--- config.mk ---
export PLATFORM = sky130hd
export DESIGN_NAME = businterface
export DESIGN_NICKNAME = d
export VERILOG_FILES = /design/src/rtl/businterface.sv
export SDC_FILE = /design/constraint.sdc
export NUM_CORES = 1
export LEC_CHECK = 0
export ABC_AREA = 0
export CELL_PAD_IN_SITES_DETAIL_PLACEMENT = 0
export CELL_PAD_IN_SITES_GLOBAL_PLACEMENT = 1
export CORE_MARGIN = 2
export CORE_UTILIZATION = 29
export CTS_BUF_LIST = sky130_fd_sc_hd__clkbuf_8
export CTS_CLUSTER_SIZE = 25
export DETAILED_ROUTE_END_ITERATION = 8
export GPL_ROUTABILITY_DRIVEN = 0
export PLACE_DENSITY = 0.82
export SLEW_MARGIN = 20
export SYNTH_ARGS = -nofsm -noshare
export SYNTH_HDL_FRONTEND = slang
export SYNTH_SLANG_ARGS = --single-unit
--- constraint.sdc ---
create_clock -name clock -period 5.75 [get_ports clock]
set_input_delay 1.15 -clock clock [delete_from_list [all_inputs] [get_ports clock]]
set_output_delay 1.15 -clock clock [all_outputs]
set_load 0.02 [all_outputs]
--- src/rtl/businterface.sv ---
// CPU-side adapter onto the 32-bit big-endian bus: registers a longword address,
// lane strobes and lane-steered write data, and right-justifies bus read data.
module businterface (
  input  logic        clock,
  input  logic        reset,
  input  logic [31:0] cpu_address,
  input  logic [1:0]  cpu_cycle_width,
  input  logic [31:0] cpu_data_out,
  output logic [31:0] cpu_data_in,
  input  logic        cpu_read,
  input  logic        cpu_write,
  output logic [31:2] businterface_address,
  input  logic [31:0] businterface_data_in,
  output logic [31:0] businterface_data_out,
  output logic [3:0]  businterface_data_strobes,
  output logic        businterface_bus_error,
  output logic        businterface_read,
  output logic        businterface_write
);

  localparam logic [1:0] CW_BYTE = 2'b00;
  localparam logic [1:0] CW_WORD = 2'b01;
  localparam logic [1:0] CW_LONG = 2'b10;

  logic [3:0]  lane_strobes;
  logic [31:0] steered_data;
  logic        misaligned;
  logic        request;
  logic        next_error;
  logic        next_read;
  logic        next_write;
  logic [3:0]  next_strobes;

  logic [1:0]  lane_q;
  logic [1:0]  width_q;

  // Steer write data into big-endian lanes; untouched lanes idle at all-ones.
  always_comb begin
    lane_strobes = 4'b0000;
    steered_data = 32'hffffffff;
    misaligned   = 1'b0;
    case (cpu_cycle_width)
      CW_BYTE: begin
        lane_strobes = 4'b1000 >> cpu_address[1:0];
        case (cpu_address[1:0])
          2'd0:    steered_data[31:24] = cpu_data_out[7:0];
          2'd1:    steered_data[23:16] = cpu_data_out[7:0];
          2'd2:    steered_data[15:8]  = cpu_data_out[7:0];
          default: steered_data[7:0]   = cpu_data_out[7:0];
        endcase
      end
      CW_WORD: begin
        misaligned = cpu_address[0];
        if (cpu_address[1]) begin
          lane_strobes       = 4'b0011;
          steered_data[15:0] = cpu_data_out[15:0];
        end else begin
          lane_strobes        = 4'b1100;
          steered_data[31:16] = cpu_data_out[15:0];
        end
      end
      CW_LONG: begin
        misaligned   = |cpu_address[1:0];
        lane_strobes = 4'b1111;
        steered_data = cpu_data_out;
      end
      default: begin
        misaligned = 1'b1;
      end
    endcase
  end

  // A simultaneous read and write resolves to a write; errors suppress the bus cycle.
  always_comb begin
    request      = cpu_read | cpu_write;
    next_error   = request & misaligned;
    next_write   = cpu_write & ~next_error;
    next_read    = cpu_read & ~cpu_write & ~next_error;
    next_strobes = (request && !next_error) ? lane_strobes : 4'b0000;
  end

  always_ff @(posedge clock or posedge reset) begin
    if (reset) begin
      businterface_address      <= '0;
      businterface_data_out     <= 32'hffffffff;
      businterface_data_strobes <= 4'b0000;
      businterface_read         <= 1'b0;
      businterface_write        <= 1'b0;
      businterface_bus_error    <= 1'b0;
      lane_q                    <= 2'b00;
      width_q                   <= CW_LONG;
    end else begin
      businterface_address      <= cpu_address[31:2];
      businterface_data_out     <= steered_data;
      businterface_data_strobes <= next_strobes;
      businterface_read         <= next_read;
      businterface_write        <= next_write;
      businterface_bus_error    <= next_error;
      lane_q                    <= cpu_address[1:0];
      width_q                   <= cpu_cycle_width;
    end
  end

  // Read path stays combinational so data is usable the cycle the bus returns it.
  always_comb begin
    cpu_data_in = 32'hffffffff;
    case (width_q)
      CW_BYTE: begin
        case (lane_q)
          2'd0:    cpu_data_in[7:0] = businterface_data_in[31:24];
          2'd1:    cpu_data_in[7:0] = businterface_data_in[23:16];
          2'd2:    cpu_data_in[7:0] = businterface_data_in[15:8];
          default: cpu_data_in[7:0] = businterface_data_in[7:0];
        endcase
      end
      CW_WORD: begin
        cpu_data_in[15:0] = lane_q[1] ? businterface_data_in[15:0]
                                      : businterface_data_in[31:16];
      end
      CW_LONG: begin
        cpu_data_in = businterface_data_in;
      end
      default: begin
        cpu_data_in = 32'hffffffff;
      end
    endcase
  end

endmodule

==> impl_metrics.ini <==
[clock_network]
cts_root_buf = clkbuf_8
h-tree-depth = 3
hold_buffers = 0
cts-buffers-inserted = 9
cts_setup_buffers = 0
cts_num_sinks = 73
clk_path_buf_depth = 2
cts_resized = 0
clkTransAtPathRegs_ns = 0.08
cts_tree = done

[cells_and_area]
final_area_sq_um = 5540
final_core_utilization_pct = 50.9
layout_common_cells = clkdlybuf4s50_1, dfrtp_1, dfstp_2
final_common_cell = clkdlybuf4s50_1
fin_nets = 576
layout-drive-gt1-share_pct = 14.7
diodes = 0
multi_input_area_sq_um = 1250
area_growth_pct = 70.0
seqCellArea_sq_um = 1870
fill_cells = 981

[detailed_routing]
drt_pre_antenna_iters = 4
drt_iter0_drc = 130
postRouteAntennaNets = 0
wl_mm = 10.2
wire_per_inst_um = 16.6
vias = 2901
vias_per_cell = 4.72
drc = 0

[logic_synthesis]
synth_fp_nets = 380
synth-simple-area-share_pct = 15.3
synth-xor-area-share_pct = 0.269
synth_area_sq_um = 3260
synth-seq-cells = 73
synth_fa_ha_area_share_pct = 1.54
syn-instance-count = 274
synth_top_family_by_area = simple AND/OR/NAND/NOR gates
yosysSeqAreaShare_pct = 57.3
postSynth.asyncResetShare_pct = 100
synthMuxAreaShare_pct = 8.45
synth-compound-area-share_pct = 12.6
synth_edf_count = 0
synth.avg_cell_area_sq_um = 11.9
yosysWarnings = 0
synth_top_flop_cell = dfrtp_1
synthDistinctLibCells = 34

[global_route]
globalRouteTotalUtil_pct = 16.8
overflow = 0
grt_pass1_wl_mm = 15.0
grt_max_degree = 48
antenna_found_initial = 0
grt_pass1_vias = 2898

[die]
rows = 38
die_w_um = 110
die_h_um = 110
start_util_pct = 29.9
core_area_sq_um = 10900
boundaryPins = 203
die-area_sq_um = 12100

[timing]
hold_viol = 0
whs_ns = 1.17
timing.final.crit_share_pct = 70.4
worst_slew_pin_slew_ns = 0.837
rsz0062_at_grt = no
final.setup.tns_ns = 0
maxSlewViolCount = 0
timing.final.ws_setup_ns = 1.70
setup_violations = 0
fin_crit_ns = 4.05
slew-limit-headroom_pct = 44.2
timing.fmax_mhz = 247

[power_and_ir_drop]
peakVddDrop_uv = 137
power_density_nw_per_um2 = 233
power_leakage_uw = 0.00217

[setup_path]
critPathRequiredTime_ns = 4.60
critPathCaptureType = output pin
critPathKind = primary input to output pin
critPathMaxFanout = 2
cp.arrival_ns = 2.90
cp-start-kind = primary input

[hold_path]
worstHoldPathType = primary input to asynchronous set/reset pin

[place]
place_hpwl_mm = 7.71
place_worst_setup_slack_ns = 1.71
portBuffers = 202
placed_cell_area_sq_um = 5340

[outcome]
outcome = completed

[flow_run]
max_cap_viol_count = 0
==> kinds of logic after synthesis <==
logic type      Yosys count
fa+ha+maj                 4
buf+inv                  23
simple gates             93
flops                    73
mux                      24
compound gates           56
xor+xnor                  1
==> Yosys cell counts, types with 3 or more instances <==
cell	number	share of area [%]
buf_6	4	1.4
a221oi_1	9	2.4
o21ai_1	4	0.61
nor2_1	10	1.2
nand3_1	14	2.2
mux2i_1	11	3.4
dfstp_2	33	27
nand2_1	18	2.1
nand2b_1	27	5.2
nor2b_1	11	2.1
buf_1	3	0.35
nor3b_1	5	1.2
a21oi_1	14	2.2
o21ai_0	8	1.2
buf_2	5	0.77
o22a_1	16	4.3
nor3_1	4	0.61
dfrtp_1	40	31
mux2_2	10	3.5
inv_1	3	0.35
clkbuf_1	5	0.58
ha_1	4	1.5
==> sequential cells by signal, summed over array words and instances (netlist names) <==
name,count
businterface_bus_error,1
width_q,2
businterface_address,30
businterface_data_strobes,4
lane_q,2
businterface_data_out,32
businterface_read,1
businterface_write,1
==> layout make-up <==
class | count | share of cell area [%]
Clock buffer | 12 | 2.98
Clock inverter | 4 | 0.497
Inverter | 3 | 0.203
Multi-Input combinational cell | 178 | 22.5
Sequential cell | 73 | 33.7
Tap cell | 140 | 3.16
Timing Repair Buffer | 205 | 36.9
==> power by group <==
group	switching [uW]	total (uW)	internal, uW	leakage (uW)
logic	160	339	179	0.00125
clock network	190	382	192	0.0000964
registers	11.7	567	556	0.000824
total	362	1290	927	0.00217
==> how the worst max path moves through the flow <==
stage                                        start  cells after the start              to  slack, ns
after detailed placement  businterface_data_in[10]                      5  cpu_data_in[2]       1.71
after global routing       businterface_data_in[9]                      5  cpu_data_in[1]       1.61
final                     businterface_data_in[10]                      5  cpu_data_in[2]       1.70
after global placement     businterface_data_in[9]                      5  cpu_data_in[1]       1.75
after floorplan            businterface_data_in[8]                      3  cpu_data_in[0]       2.68
after CTS                 businterface_data_in[10]                      5  cpu_data_in[2]       1.71
==> critical path, cell delays in order <==
cell,delay [ns]
clkdlybuf4s50_1,0.44
mux2_2,0.32
a221oi_1,0.29
o21ai_0,0.14
clkdlybuf4s50_1,0.56
==> stage by stage <==
step | power (uW) | instances
floorplan | 729 | 274
global placement | 915 | 599
detailed placement | 918 | 599
CTS | 1310 | 615
global route | 1360 | 615
finish | 1290 | 615
==> routing by layer <==
metal / part of all wire, % / track usage [%]
met2: 48 / 28.5
met3: 13 / 8.29
met5: 0 / 0
met4: 2.4 / 6.96
met1: 36 / 17.7
(Power assumes the default switching activity.)
